==> src/rtl/spi_target_pkg.sv <==
// Shared definitions for the SPI target block.
//   spi_target_state_e : FSM state encoding (IDLE, SHIFT)
//   MinSckRatio        : minimum clk_i / SCK frequency ratio the design tolerates
//   MinSyncStages      : minimum synchroniser depth on the pad inputs
package spi_target_pkg;

  typedef enum logic {
    IDLE  = 1'b0,
    SHIFT = 1'b1
  } spi_target_state_e;

  localparam int unsigned MinSckRatio   = 8;
  localparam int unsigned MinSyncStages = 2;

endpackage

==> src/rtl/spi_target_sync.sv <==
// Pad synchroniser and edge detector for the SPI target.
// Ports:
//   clk_i, rst_i            : system clock, async active-high reset
//   spi_sck_i/cs_ni/copi_i  : raw pad inputs from the external initiator
//   cs_n_sync, copi_sync    : synchronised levels
//   sck_rise/sck_fall       : single-cycle SCK edge strobes
//   cs_fall/cs_rise         : single-cycle chip-select edge strobes
module spi_target_sync
  import spi_target_pkg::*;
#(
  parameter int unsigned SyncStages = MinSyncStages
) (
  input  logic clk_i,
  input  logic rst_i,
  input  logic spi_sck_i,
  input  logic spi_cs_ni,
  input  logic spi_copi_i,
  output logic cs_n_sync,
  output logic copi_sync,
  output logic sck_rise,
  output logic sck_fall,
  output logic cs_fall,
  output logic cs_rise
);

  if (SyncStages < MinSyncStages) begin : g_bad_sync
    $error("spi_target_sync: SyncStages must be at least %0d", MinSyncStages);
  end

  // Bit order within each stage: {copi, cs_n, sck}.
  logic [SyncStages-1:0][2:0] stages_q;
  logic [2:0]                 pads;
  logic [2:0]                 last;
  logic                       sck_prev_q;
  logic                       cs_n_prev_q;

  assign pads = {spi_copi_i, spi_cs_ni, spi_sck_i};
  assign last = stages_q[SyncStages-1];

  // CS resets to "asserted" on purpose: if reset lands while the pad is
  // still low, no cs_fall can appear afterwards, so a new frame needs a
  // genuine high-to-low transition on the pad.
  always_ff @(posedge clk_i or posedge rst_i) begin
    if (rst_i) begin
      stages_q    <= '0;
      sck_prev_q  <= 1'b0;
      cs_n_prev_q <= 1'b0;
    end else begin
      stages_q    <= {stages_q[SyncStages-2:0], pads};
      sck_prev_q  <= last[0];
      cs_n_prev_q <= last[1];
    end
  end

  assign cs_n_sync = last[1];
  assign copi_sync = last[2];
  assign sck_rise  = last[0] & ~sck_prev_q;
  assign sck_fall  = ~last[0] & sck_prev_q;
  assign cs_fall   = ~last[1] & cs_n_prev_q;
  assign cs_rise   = last[1] & ~cs_n_prev_q;

endmodule

==> src/rtl/spi_target.sv <==
// SPI target (responder), mode 0, MSB first.
// Ports:
//   clk_i, rst_i              : system clock, async active-high reset
//   spi_sck_i, spi_cs_ni      : SPI clock and active-low chip select from the initiator
//   spi_copi_i / spi_cipo_o   : serial data in / out
//   spi_cipo_en_o             : tristate enable for spi_cipo_o
//   tx_data_i, tx_valid_i     : one-entry TX buffer write port
//   tx_ready_o                : TX buffer empty
//   rx_data_o, rx_valid_o     : last complete received word, one-cycle strobe per frame
//   tx_underrun_o             : pulse when IdleFill is loaded for lack of TX data
//   frame_abort_o             : pulse when CS deasserts mid-frame
//   busy_o                    : high while a CS window is active
//
// state | meaning
// IDLE  | CS deasserted, CIPO released, waiting for cs_fall
// SHIFT | CS asserted, sampling COPI on SCK rise, driving CIPO on SCK fall
module spi_target
  import spi_target_pkg::*;
#(
  parameter int unsigned           FrameWidth = 8,
  parameter int unsigned           SyncStages = 2,
  parameter logic [FrameWidth-1:0] IdleFill   = '1
) (
  input  logic                  clk_i,
  input  logic                  rst_i,
  input  logic                  spi_sck_i,
  input  logic                  spi_cs_ni,
  input  logic                  spi_copi_i,
  output logic                  spi_cipo_o,
  output logic                  spi_cipo_en_o,
  input  logic [FrameWidth-1:0] tx_data_i,
  input  logic                  tx_valid_i,
  output logic                  tx_ready_o,
  output logic [FrameWidth-1:0] rx_data_o,
  output logic                  rx_valid_o,
  output logic                  tx_underrun_o,
  output logic                  frame_abort_o,
  output logic                  busy_o
);

  if (FrameWidth < 2) begin : g_bad_width
    $error("spi_target: FrameWidth must be at least 2");
  end

  localparam int unsigned     CntW    = $clog2(FrameWidth);
  localparam logic [CntW-1:0] LastBit = CntW'(FrameWidth - 1);

  logic cs_n_sync, copi_sync;
  logic sck_rise, sck_fall, cs_fall, cs_rise;

  spi_target_sync #(
    .SyncStages(SyncStages)
  ) u_sync (
    .clk_i     (clk_i),
    .rst_i     (rst_i),
    .spi_sck_i (spi_sck_i),
    .spi_cs_ni (spi_cs_ni),
    .spi_copi_i(spi_copi_i),
    .cs_n_sync (cs_n_sync),
    .copi_sync (copi_sync),
    .sck_rise  (sck_rise),
    .sck_fall  (sck_fall),
    .cs_fall   (cs_fall),
    .cs_rise   (cs_rise)
  );

  spi_target_state_e state_q, state_d;

  logic [CntW-1:0]       bit_cnt_q;
  logic [FrameWidth-1:0] tx_shift_q;
  logic [FrameWidth-1:0] rx_shift_q;
  logic [FrameWidth-1:0] rx_data_q;
  logic [FrameWidth-1:0] tx_buf_q;
  logic                  tx_full_q;
  logic                  rx_valid_q, tx_underrun_q, frame_abort_q;

  logic load_tx, shift_tx, shift_rx, frame_done, go_idle, abort;

  always_ff @(posedge clk_i or posedge rst_i) begin
    if (rst_i) state_q <= IDLE;
    else       state_q <= state_d;
  end

  // cs_rise is tested first so that an SCK edge landing in the same
  // synchronised cycle is dropped.
  always_comb begin
    state_d    = state_q;
    load_tx    = 1'b0;
    shift_tx   = 1'b0;
    shift_rx   = 1'b0;
    frame_done = 1'b0;
    go_idle    = 1'b0;
    abort      = 1'b0;
    unique case (state_q)
      IDLE: begin
        if (cs_fall) begin
          state_d = SHIFT;
          load_tx = 1'b1;
        end
      end
      SHIFT: begin
        if (cs_rise) begin
          state_d = IDLE;
          go_idle = 1'b1;
          abort   = (bit_cnt_q != '0);
        end else if (sck_rise && !cs_n_sync) begin
          shift_rx   = 1'b1;
          frame_done = (bit_cnt_q == LastBit);
        end else if (sck_fall && !cs_n_sync) begin
          if (bit_cnt_q != '0) shift_tx = 1'b1;
          else                 load_tx  = 1'b1;
        end
      end
      default: state_d = IDLE;
    endcase
  end

  logic                  tx_accept;
  logic                  underrun;
  logic [FrameWidth-1:0] load_word;
  logic [FrameWidth-1:0] rx_word;

  // A load and a handshake in the same cycle with an empty buffer: the load
  // sees the buffer as empty (IdleFill) and the new word waits for the next frame.
  assign tx_accept = tx_valid_i & ~tx_full_q;
  assign underrun  = load_tx & ~tx_full_q;
  assign load_word = tx_full_q ? tx_buf_q : IdleFill;
  assign rx_word   = {rx_shift_q[FrameWidth-2:0], copi_sync};

  always_ff @(posedge clk_i or posedge rst_i) begin
    if (rst_i) begin
      bit_cnt_q     <= '0;
      tx_shift_q    <= IdleFill;
      rx_shift_q    <= '0;
      rx_data_q     <= '0;
      tx_buf_q      <= '0;
      tx_full_q     <= 1'b0;
      rx_valid_q    <= 1'b0;
      tx_underrun_q <= 1'b0;
      frame_abort_q <= 1'b0;
    end else begin
      rx_valid_q    <= frame_done;
      tx_underrun_q <= underrun;
      frame_abort_q <= abort;

      if (load_tx)       tx_shift_q <= load_word;
      else if (shift_tx) tx_shift_q <= {tx_shift_q[FrameWidth-2:0], 1'b0};

      if (shift_rx) begin
        rx_shift_q <= rx_word;
        bit_cnt_q  <= frame_done ? '0 : bit_cnt_q + CntW'(1);
      end else if (go_idle) begin
        bit_cnt_q <= '0;
      end

      if (frame_done) rx_data_q <= rx_word;

      if (tx_accept) begin
        tx_buf_q  <= tx_data_i;
        tx_full_q <= 1'b1;
      end else if (load_tx) begin
        tx_full_q <= 1'b0;
      end
    end
  end

  assign busy_o        = (state_q == SHIFT);
  assign spi_cipo_en_o = busy_o;
  assign spi_cipo_o    = busy_o ? tx_shift_q[FrameWidth-1] : 1'b1;
  assign tx_ready_o    = ~tx_full_q;
  assign rx_data_o     = rx_data_q;
  assign rx_valid_o    = rx_valid_q;
  assign tx_underrun_o = tx_underrun_q;
  assign frame_abort_o = frame_abort_q;

endmodule
==> config.mk <==
export PLATFORM = sky130hd
export DESIGN_NAME = spi_target
export DESIGN_NICKNAME = d
export VERILOG_FILES = /design/src/rtl/spi_target_pkg.sv /design/src/rtl/spi_target_sync.sv /design/src/rtl/spi_target.sv
export SDC_FILE = /design/constraint.sdc
export NUM_CORES = 1
export LEC_CHECK = 0
export BUFFER_PORTS_ARGS = -buffer_cell sky130_fd_sc_hd__buf_4
export CORE_AREA = 5 5 47 89
export CTS_CLUSTER_DIAMETER = 100
export DETAILED_ROUTE_END_ITERATION = 8
export DIE_AREA = 0 0 52 94
export PLACE_DENSITY = 0.76
export SYNTH_ARGS = -nofsm -noshare
export SYNTH_HDL_FRONTEND = slang
export SYNTH_SLANG_ARGS = --single-unit
==> constraint.sdc <==
create_clock -name clk_i -period 4.1 [get_ports clk_i]
set_input_delay 1.025 -clock clk_i [delete_from_list [all_inputs] [get_ports clk_i]]
set_output_delay 1.025 -clock clk_i [all_outputs]
set_load 0.1 [all_outputs]
Word-level counts from Yosys, hierarchy flattened
Cells that the tools add are included.
- register bits: 47
- bits of input ports: 14
- logic and storage cells: 67
- add/sub/neg operators: 1
- equality and inequality tests: 1
- multiplexer cells: 32
- bitwise operators: 12
- reductions and logical operators: 7
- operators by type and width (cell ; count):
    $mux 1 ; 24
    $mux 8 ; 3
    $mux 3 ; 3
    $and 1x1->1 ; 6
    $not 1->1 ; 6
    $reduce_bool 2->1 ; 3
    $pmux 1 s2 ; 2
    $add 3x1->3 const B ; 1
    $eq 3x3->1 const B ; 1
    $reduce_bool 3->1 ; 1
    $logic_and 1x1->1 ; 2
    $logic_not 1->1 ; 1

Logic depth before layout (Yosys ltp)
Gate-level depths: netlist of the first run.
- word-level depth: 9
- depth in mapped cells: 7

Cells and area by module
From an unflattened synthesis of the first run, not the netlist that was laid out.
- cells, all modules: 171
- area, all modules: 1929.4 sq um
- modules (own cells, without submodules) (module ; times used ; cells each ; area an instance (sq um) ; seq. area each (sq um)):
    spi_target ; 1 ; 158 ; 1690.4 ; 985.9
    spi_target_sync ; 1 ; 13 ; 239.0 ; 200.2

Least setup slack after synthesis of the first run
OpenSTA, ideal clock, no wires.
- kind: register to output
- start point: reg state_q (netlist: busy_o)
- end point: out spi_cipo_o
- arrival time: 1.653 ns
- required time: 3.075 ns
- path slack: 1.422 ns
- stages on the path, launching flop included: 2
- path through: dfrtp_1 or2b_1
- longest elaborated chain between the ends: 1
- RTL lines (what ; line ; source):
    start, declared ; spi_target.sv:67 ; spi_target_state_e state_q, state_d;
    start signal, assigned ; spi_target.sv:81 ; else state_q <= state_d;
    $mux 1 ; spi_target.sv:169 ; assign spi_cipo_o = busy_o ? tx_shift_q[FrameWidth-1] : 1'b1;
    end, declared ; spi_target.sv:29 ; output logic spi_cipo_o,
Every way passes these cells.

Final worst setup path of the first run
Same ends and word-level chain as after synthesis.

==> impl_metrics.json, run 1 <==
{
  "status": "finished, final reports clean",
  "highest_layer": "met4",
  "holdBufCountCts": 0,
  "first_pass_iters": 3,
  "die_w_um": 52,
  "drt_iter0_drc": 7,
  "report.final.slew_viol_count": 0,
  "layout_commonest_cell": "dfrtp_1",
  "grt_pass1_vias": 1264,
  "hold_viol": 0,
  "area_growth_syn_to_layout_pct": 16.2,
  "r2r_end": "tx_shift_q[6]",
  "avgRoutedWirePerCell_um": 14.8,
  "cts_buffers": 5,
  "cts_root_buffer": "clkbuf_8",
  "synthCells": 141,
  "worstPathArrival_ps": 1260,
  "cellPowerDensity_nw_per_um2": 565,
  "drc": 0,
  "grt_remaining_overflow": 0,
  "initial_core_util_pct": 55.9,
  "ys_top_cells_by_area": "dfrtp_1 (51%), mux2_2 (14%), dfstp_2 (11%), a211oi_1 (2.8%), o31ai_1 (2.8%)",
  "clkSinkCount": 47,
  "dr_wl_met3_um": 135,
  "leakagePower_nw": 1.08,
  "yosys.area.top_type": "dfrtp_1",
  "crit_fanout": 10,
  "drtAntennaViolNets": 0,
  "dieArea_um2": 4890,
  "antenna_found_initial": 0,
  "die_y_um": 94,
  "cts_resized": 0,
  "crit_type": "register to output port",
  "r2r_setup_slack_ps": 2420,
  "coreArea_um2": 3420,
  "dp_hpwl_um": 2440,
  "maxCapViolations": 0,
  "finalWirelength_um": 3240,
  "globalplace.congestion": 0.812,
  "tns_ps": 0,
  "fill_cells": 264,
  "finalCriticalPeriod_ps": 2290,
  "min_to": "u_sync.last[1]",
  "synth_cell_types": 28,
  "syn_area_um2": 1910,
  "final_nets": 187,
  "ys_seq_area_share_pct": 62.1,
  "met2_length_um": 1840,
  "vias": 1131,
  "viasPerCell": 5.16,
  "grt_pass1_wl_um": 5550,
  "min_from": "u_sync.stages_q[1]",
  "critPathLaunchType": "register",
  "r2r_cells": 3,
  "grt_max_degree": 48,
  "rsz0062_at_grt": "no",
  "floorplan.rows": 30,
  "wl_met1_um": 1220,
  "finish.instance_area_um2": 2220,
  "endpoint_kind": "output port",
  "antennaDiodeCount": 0,
  "syn_nets": 158,
  "drive_gt1_share_pct": 43.3,
  "cts_buffer_depth": 2,
  "io_buffer_count": 28,
  "cts_tree": "done",
  "ys_warn_count": 0,
  "synth-seq-cells": 47,
  "htreeDepth": 2,
  "rr_startpoint": "busy_o",
  "layout_common_cells": "dfrtp_1 (39), buf_4 (29), mux2_2 (24)",
  "relSlewSlack_pct": 57.7,
  "track_usage_pct": 15.2,
  "setup_viol": 0,
  "finalClockSkew_ps": 7.34,
  "hold_depth": 0,
  "worst_hold_path_type": "register to register",
  "fmax_ghz": 0.438,
  "dpl-instance-area_um2": 2120,
  "worstMarginPinSlew_ps": 634,
  "ir_drop_uv": 353,
  "clkSlewWorstSetupHoldPaths_ps": 80,
  "ioPinCount": 29,
  "synth_top_area_share_pct": 51.1,
  "clk_latency_ps": 300,
  "crit_required_ps": 3070,
  "final.period_utilization_pct": 55.7,
  "cts_setup_buffers": 0,
  "synth_area_per_cell_um2": 13.5
}
state kept, by name, indices dropped and copies added (netlist names):
register	count
bit_cnt_q	3
busy_o	1
frame_abort_o	1
rx_data_o	8
rx_shift_q	7
rx_valid_o	1
tx_buf_q	8
tx_full_q	1
tx_shift_q	8
tx_underrun_o	1
u_sync.cs_n_prev_q	1
u_sync.last	3
u_sync.sck_prev_q	1
u_sync.stages_q	3
per-stage QoR:
stage | cells | hold slack, ps | setup slack (ps) | total power [mW] | util [%]
4_1_cts | 219 | 355 | 1810 | 1.27 | 64.9
3_3_place_gp | 211 | 333 | 1970 | 0.953 | 62.1
5_1_grt | 219 | 366 | 1760 | 1.32 | 64.9
2_1_floorplan | 141 | 331 | 1420 | 0.901 | -
3_5_place_dp | 211 | 336 | 1930 | 0.973 | 62.1
6_report | 219 | 353 | 1810 | 1.25 | 64.9
critical path: stages, from the launching register on:
cell	delay [ps]
dfrtp_1	490
or2b_1	250
buf_4	230
worst max path at each step:
stage	startpoint	to	slack, ps	cells after the start
after CTS	busy_o	spi_cipo_o	1810	2
after global routing	busy_o	spi_cipo_o	1760	2
after detailed placement	tx_valid_i	tx_buf_q[0]	1930	3
final	busy_o	spi_cipo_o	1810	2
after global placement	tx_valid_i	tx_buf_q[3]	1970	3
after floorplan	busy_o	spi_cipo_o	1420	1
layer usage:
layer,GRT usage (%),vias up
met1,16.4,561
met3,3.82,6
met2,26.2,24
met5,0,-
met4,8.10,0
li1,-,540
cell families after synthesis:
logic type	count (synthesis)	synth area share, %
flip-flops	47	62.1
AND/OR/NAND/NOR	34	8.85
AO/OA/AOI/OAI	21	8.39
buffers and inverters	12	4.52
adder cells (fa/ha/maj)	3	1.97
multiplexers	24	14.2
final cells by class:
| class | instances | area, um2 | share of cell area (%) |
|---|---|---|---|
| well taps | 48 | 60.1 | 2.71 |
| inverters | 5 | 18.8 | 0.846 |
| clock inverters | 2 | 16.3 | 0.733 |
| multi-input cells | 82 | 637 | 28.7 |
| flip-flops and latches | 47 | 1190 | 53.5 |
| clock buffers | 6 | 82.6 | 3.72 |
| repair buffers | 29 | 218 | 9.81 |
cell usage after synthesis (all sizes together):
library cell,instances
inv,5
ha,3
a211oi,7
clkbuf,1
nand3b,1
nand2b,2
buf,6
nor3,2
dfrtp,39
o21ai,2
and2,1
o31ai,8
a21o,1
nor2b,3
o21a,1
nor2,11
nor3b,1
and3,1
mux2,24
or2b,1
a22o,2
nand2,11
dfstp,8
where the power goes:
part | total (mW) | leakage [nW] | internal (mW) | switching (mW)
Combinational | 0.292 | 0.455 | 0.121 | 0.171
Clock | 0.290 | 0.0474 | 0.138 | 0.153
Sequential | 0.670 | 0.577 | 0.600 | 0.0698
Power figures use the tool's default switching activity.
==> run 2: changes to the inputs <==
ABC_AREA = 1   (was unset)
CORE_AREA = 5 5 51 97   (was 5 5 47 89)
DIE_AREA = 0 0 56 102   (was 0 0 52 94)
PLACE_DENSITY = 0.68   (was 0.76)
clock period = 2 ns   (was 4.1 ns; I/O delays follow)
==> run 2 against run 1 <==
Compared with the run above:
- clock power is 86% higher
- critical path depth up 1
- final cell count up 24%
- total power rose by 120%
- flip-flop and latch count stayed put
- clock skew fell by 4.1 ps
- utilization down 8.8 points
- critical endpoint unchanged
- largest power group unchanged
==> impl_metrics.json, run 2 <==
{
  "grt_pass1_wl_um": 6200,
  "total_power_mw": 2.76,
  "swShare_pct": 35.1,
  "grt_remaining_overflow": 0,
  "cts_buffer_depth": 2,
  "floorplan.rows": 33,
  "clkSlewWorstSetupHoldPaths_ps": 80,
  "r2r_setup_slack_ps": 570,
  "finalClockSkew_ps": 3.24,
  "initial_core_util_pct": 47.4,
  "power.share.clock_pct": 19.6,
  "finalCriticalPeriod_ps": 1760,
  "globalplace.congestion": 0.794,
  "crit_required_ps": 1500,
  "coreArea_um2": 4090,
  "crit_chain": "inv_2, or2_2, buf_4",
  "synth_area_per_cell_um2": 10.5,
  "final.period_utilization_pct": 88.0,
  "stdcell_count": 271,
  "max_stage_delay_ps": 400,
  "ir_drop_uv": 713,
  "rr_startpoint": "bit_cnt_q[0]",
  "drtAntennaViolNets": 0,
  "path_buf_inv": 2,
  "dp_hpwl_um": 2490,
  "synth_cell_types": 24,
  "die_y_um": 102,
  "leakagePower_nw": 1.14,
  "cellPowerDensity_nw_per_um2": 1200,
  "whs_ps": 242,
  "dp_cells": 263,
  "status": "finished, final reports clean",
  "critPathSlowestCell": "dfrtp_2",
  "worstMarginPinSlew_ps": 306,
  "hold_viol": 0,
  "report.final.slew_viol_count": 0,
  "cts_buffers": 5,
  "cts_resized": 0,
  "final_nets": 235,
  "synthCells": 185,
  "synth_top_area_share_pct": 50.3,
  "async_flop_share_pct": 100,
  "syn_nets": 202,
  "grt_max_degree": 48,
  "rsz0062_at_grt": "no",
  "finalWirelength_um": 3410,
  "clkSinkCount": 47,
  "holdBufCountCts": 0,
  "cts_tree": "done",
  "syn_area_um2": 1940,
  "dieArea_um2": 5710,
  "layout_common_cells": "dfrtp_1 (38), nand2_1 (35), buf_4 (29)",
  "clk_latency_ps": 290,
  "ys_top_cells_by_area": "dfrtp_1 (50%), dfstp_2 (11%), nand2_1 (6.8%), mux2_2 (4.6%), nand3_1 (4.1%)",
  "synth_top_flop_cell": "dfrtp_1",
  "yosysMostFrequentCell": "dfrtp_1",
  "maxCapViolations": 0,
  "relSlewSlack_pct": 79.6,
  "r2r_cells": 7,
  "critPathLaunchType": "register",
  "intPower_mw": 1.79,
  "antennaDiodeCount": 0,
  "fmax_ghz": 0.568,
  "p_seq_share_pct": 49.1,
  "switchingPower_uw": 968,
  "first_pass_iters": 4,
  "finish.utilization_pct": 56.2,
  "die_w_um": 56,
  "layout_commonest_cell": "dfrtp_1",
  "drive_gt1_share_pct": 29.7,
  "netlist_top_cells_count": "dfrtp_1 (39), nand2_1 (35), nor2_1 (17)",
  "yosys.area.top_type": "dfrtp_1",
  "endpoint_kind": "output port",
  "antenna_found_initial": 0,
  "viasPerCell": 4.86,
  "avgRoutedWirePerCell_um": 12.6,
  "ys_seq_area_share_pct": 61.2,
  "area_growth_syn_to_layout_pct": 18.4,
  "worstPathArrival_ps": 1260,
  "ioPinCount": 29,
  "ys_warn_count": 0,
  "critical-path-top-delay-family": "flip-flops",
  "worst_hold_path_type": "input port to async pin",
  "htreeDepth": 2,
  "setup_viol": 0,
  "vias": 1318,
  "track_usage_pct": 13.7,
  "crit_fanout": 4,
  "drt_iter0_drc": 15,
  "io_buffer_count": 28,
  "tns_ps": 0,
  "synth_edf_count": 0,
  "grt_pass1_vias": 1362,
  "synth-seq-cells": 47,
  "combinationalPowerShare_pct": 31.3,
  "cts_root_buffer": "clkbuf_8",
  "crit_type": "register to output port",
  "fill_cells": 350,
  "r2r_end": "tx_full_q",
  "cts_setup_buffers": 0,
  "drc": 0
}
run 2: cell count changes in the layout (fill, tap and decap cells not counted), moves of 3 or more:
| cell | previous run | this run |
|---|---|---|
| inv_1 | 4 | 14 |
| o21ai_0 | 2 | 12 |
| mux2_2 | 24 | 8 |
| nand2_2 | 0 | 3 |
| nor2b_1 | 3 | 0 |
| nor2_1 | 11 | 17 |
| o21a_1 | 1 | 7 |
| nand2_1 | 10 | 35 |
| a211oi_1 | 7 | 0 |
| nand3b_1 | 1 | 5 |
| nand3_1 | 0 | 16 |
| o31ai_1 | 7 | 0 |
| a21oi_1 | 0 | 3 |
run 2: cell type report:
type	instances	area, um2	share of cell area, %
multi-input cells	116	657	28.6
clock inverters	1	5.00	0.218
well taps	52	65.1	2.83
inverters	18	67.6	2.94
repair buffers	30	238	10.4
clock buffers	7	76.3	3.32
flip-flops and latches	47	1190	51.7
run 2: metrics by stage:
step	instance area (um2)	setup slack, ps
2_1_floorplan	1940	168
3_3_place_gp	2210	576
3_5_place_dp	2210	556
4_1_cts	2300	222
5_1_grt	2300	178
6_report	2300	241
run 2: logic make-up (layout without fill, tap and decap cells):
family / after synthesis / in the layout / share of synthesized area, %
simple gates: 82 / 82 / 20.5
flops: 47 / 47 / 61.2
compound gates: 23 / 23 / 6.84
fa+ha+maj: 3 / 3 / 1.94
mux: 8 / 8 / 4.65
buf+inv: 22 / 56 / 4.97
run 2: worst max-delay path by stage:
stage | start | end | slack (ps) | depth (start not counted)
floorplan | busy_o | spi_cipo_o | 170 | 2
global placement | busy_o | spi_cipo_o | 580 | 3
detailed placement | busy_o | spi_cipo_o | 560 | 3
CTS | busy_o | spi_cipo_o | 220 | 3
global route | busy_o | spi_cipo_o | 180 | 3
finish | busy_o | spi_cipo_o | 240 | 3
run 2: tightest hold or removal path, stage by stage:
cell      delay (ps)
buf_4            110
clkinv_1          60
buf_12           240
run 2: power groups by stage:
| stage | Sequential, mW | Combinational [mW] | Clock, mW |
|---|---|---|---|
| 6_report | 1.35 | 0.864 | 0.540 |
| 5_1_grt | 1.39 | 0.970 | 0.601 |
| 4_1_cts | 1.36 | 0.877 | 0.559 |
| 3_5_place_dp | 1.37 | 0.873 | 0 |
| 3_3_place_gp | 1.37 | 0.861 | 0 |
| 2_1_floorplan | 1.40 | 0.649 | 0 |
run 2: layer usage:
layer	GRT usage [%]	part of all wire [%]	vias to the layer above
met5	0	0	-
met4	6.58	2.1	0
met3	3.16	4.3	5
met2	24.0	55	23
met1	15.7	39	632
li1	-	-	658
==> run 3: changes to the inputs <==
CORE_AREA = 5 5 48 92   (was 5 5 51 97)
DIE_AREA = 0 0 53 97   (was 0 0 56 102)
PLACE_DENSITY = 0.73   (was 0.68)
clock period = 1.8 ns   (was 2 ns; I/O delays follow)
==> run 3 against run 2 <==
Compared with the run above:
- combinational power increased by 13%
- global-route usage increased by 2.3 points
- non-clock buffer count unchanged
- largest cell class unchanged
- largest power group unchanged
- register-to-register slack got worse by 210 ps
- count of clock-buffer cells in the layout decreased by 1
- highest routed layer unchanged
- final cell count decreased by 1.1%
==> impl_metrics.json, run 3 (same netlist as run 2, synthesis figures left out) <==
{
  "htreeDepth": 2,
  "vias": 1347,
  "antennaDiodeCount": 0,
  "worst_hold_path_type": "input port to async pin",
  "floorplan.rows": 31,
  "rsz0062_at_grt": "no",
  "crit_type": "register to output port",
  "grt_pass1_wl_um": 6200,
  "ir_drop_uv": 672,
  "dp_cells": 260,
  "cts_buffers": 5,
  "first_pass_iters": 4,
  "clkSinkCount": 47,
  "track_usage_pct": 16.1,
  "globalplace.congestion": 0.877,
  "drt_iter0_drc": 24,
  "endpoint_kind": "output port",
  "hold_viol": 0,
  "holdBufCountCts": 0,
  "cts_setup_buffers": 0,
  "area_growth_syn_to_layout_pct": 19.1,
  "layout_commonest_cell": "dfrtp_1",
  "drive_gt1_share_pct": 30.6,
  "clkSlewWorstSetupHoldPaths_ps": 90,
  "finalWirelength_um": 3650,
  "fill_cells": 310,
  "leakagePower_nw": 1.14,
  "ioPinCount": 29,
  "fmax_ghz": 0.582,
  "viasPerCell": 5.03,
  "cts_buffer_depth": 2,
  "setup_viol": 0,
  "final_nets": 235,
  "dp_hpwl_um": 2700,
  "status": "finished, final reports clean",
  "worstPathArrival_ps": 1270,
  "stdcell_count": 268,
  "initial_core_util_pct": 53.8,
  "critPathLaunchType": "register",
  "io_buffer_count": 28,
  "cts_resized": 0,
  "tns_ps": 0,
  "finalCriticalPeriod_ps": 1720,
  "clk_latency_ps": 300,
  "dieArea_um2": 5140,
  "report.final.slew_viol_count": 0,
  "grt_max_degree": 48,
  "layout_common_cells": "dfrtp_1 (38), nand2_1 (35), buf_4 (29)",
  "cellPowerDensity_nw_per_um2": 1370,
  "grt_remaining_overflow": 0,
  "die_w_um": 53,
  "die_y_um": 97,
  "grt_pass1_vias": 1421,
  "worstMarginPinSlew_ps": 305,
  "final.period_utilization_pct": 95.4,
  "cts_root_buffer": "clkbuf_8",
  "cts_tree": "done",
  "drtAntennaViolNets": 0,
  "relSlewSlack_pct": 79.6,
  "avgRoutedWirePerCell_um": 13.6,
  "whs_ps": 183,
  "r2r_setup_slack_ps": 360,
  "crit_required_ps": 1350,
  "coreArea_um2": 3610,
  "maxCapViolations": 0,
  "crit_fanout": 4,
  "finalClockSkew_ps": 9.59,
  "antenna_found_initial": 0,
  "drc": 0
}
-- run 3: path summary, 6_finish.rpt --
| check | startpoint | end | cells past startpoint |
|---|---|---|---|
| worst min-delay path | rst_i | tx_buf_q[5] | 3 |
| max in group asynchronous | rst_i | tx_shift_q[2] | 3 |
| worst max register to register | bit_cnt_q[0] | tx_full_q | 7 |
| worst min register to register | u_sync.stages_q[0] | u_sync.last[0] | 0 |
| min in group clk_i | spi_cs_ni | u_sync.stages_q[1] | 1 |
| worst max-delay path | busy_o | spi_cipo_o | 3 |
-- run 3: stage by stage --
step / power, mW / area [um2] / utilization [%] / setup slack, ps
floorplan: 2.28 / 1940 / - / 18.4
global placement: 2.47 / 2210 / 61.3 / 420
detailed placement: 2.52 / 2210 / 61.3 / 390
CTS: 3.19 / 2310 / 64.0 / 73.7
global route: 3.33 / 2310 / 64.0 / 41.1
finish: 3.17 / 2310 / 64.0 / 82.0
-- run 3: critical path: stages (launching register included) --
cell     delay [ps]
dfrtp_2         400
inv_2            70
or2_2           270
buf_4           230
-- run 3: layer usage --
| layer | vias to the layer above | part of all wire (%) | global-route usage (%) |
|---|---|---|---|
| li1 | 658 | - | - |
| met1 | 650 | 38 | 18.3 |
| met2 | 30 | 56 | 27.2 |
| met3 | 9 | 4.0 | 2.92 |
| met4 | 0 | 2.8 | 8.27 |
| met5 | - | 0 | 0 |
-- run 3: final cells by class --
type	instances	area (um2)	area share, %
Timing Repair Buffer	30	238	10.3
Multi-Input combinational cell	116	657	28.4
Sequential cell	47	1190	51.4
Clock inverter	2	16.3	0.704
Clock buffer	6	82.6	3.58
Inverter	18	67.6	2.93
Tap cell	49	61.3	2.65
-- run 3: power by group --
| group | internal, mW | switching (mW) |
|---|---|---|
| logic | 0.343 | 0.629 |
| registers | 1.37 | 0.147 |
| clock network | 0.314 | 0.362 |
| total | 2.03 | 1.14 |
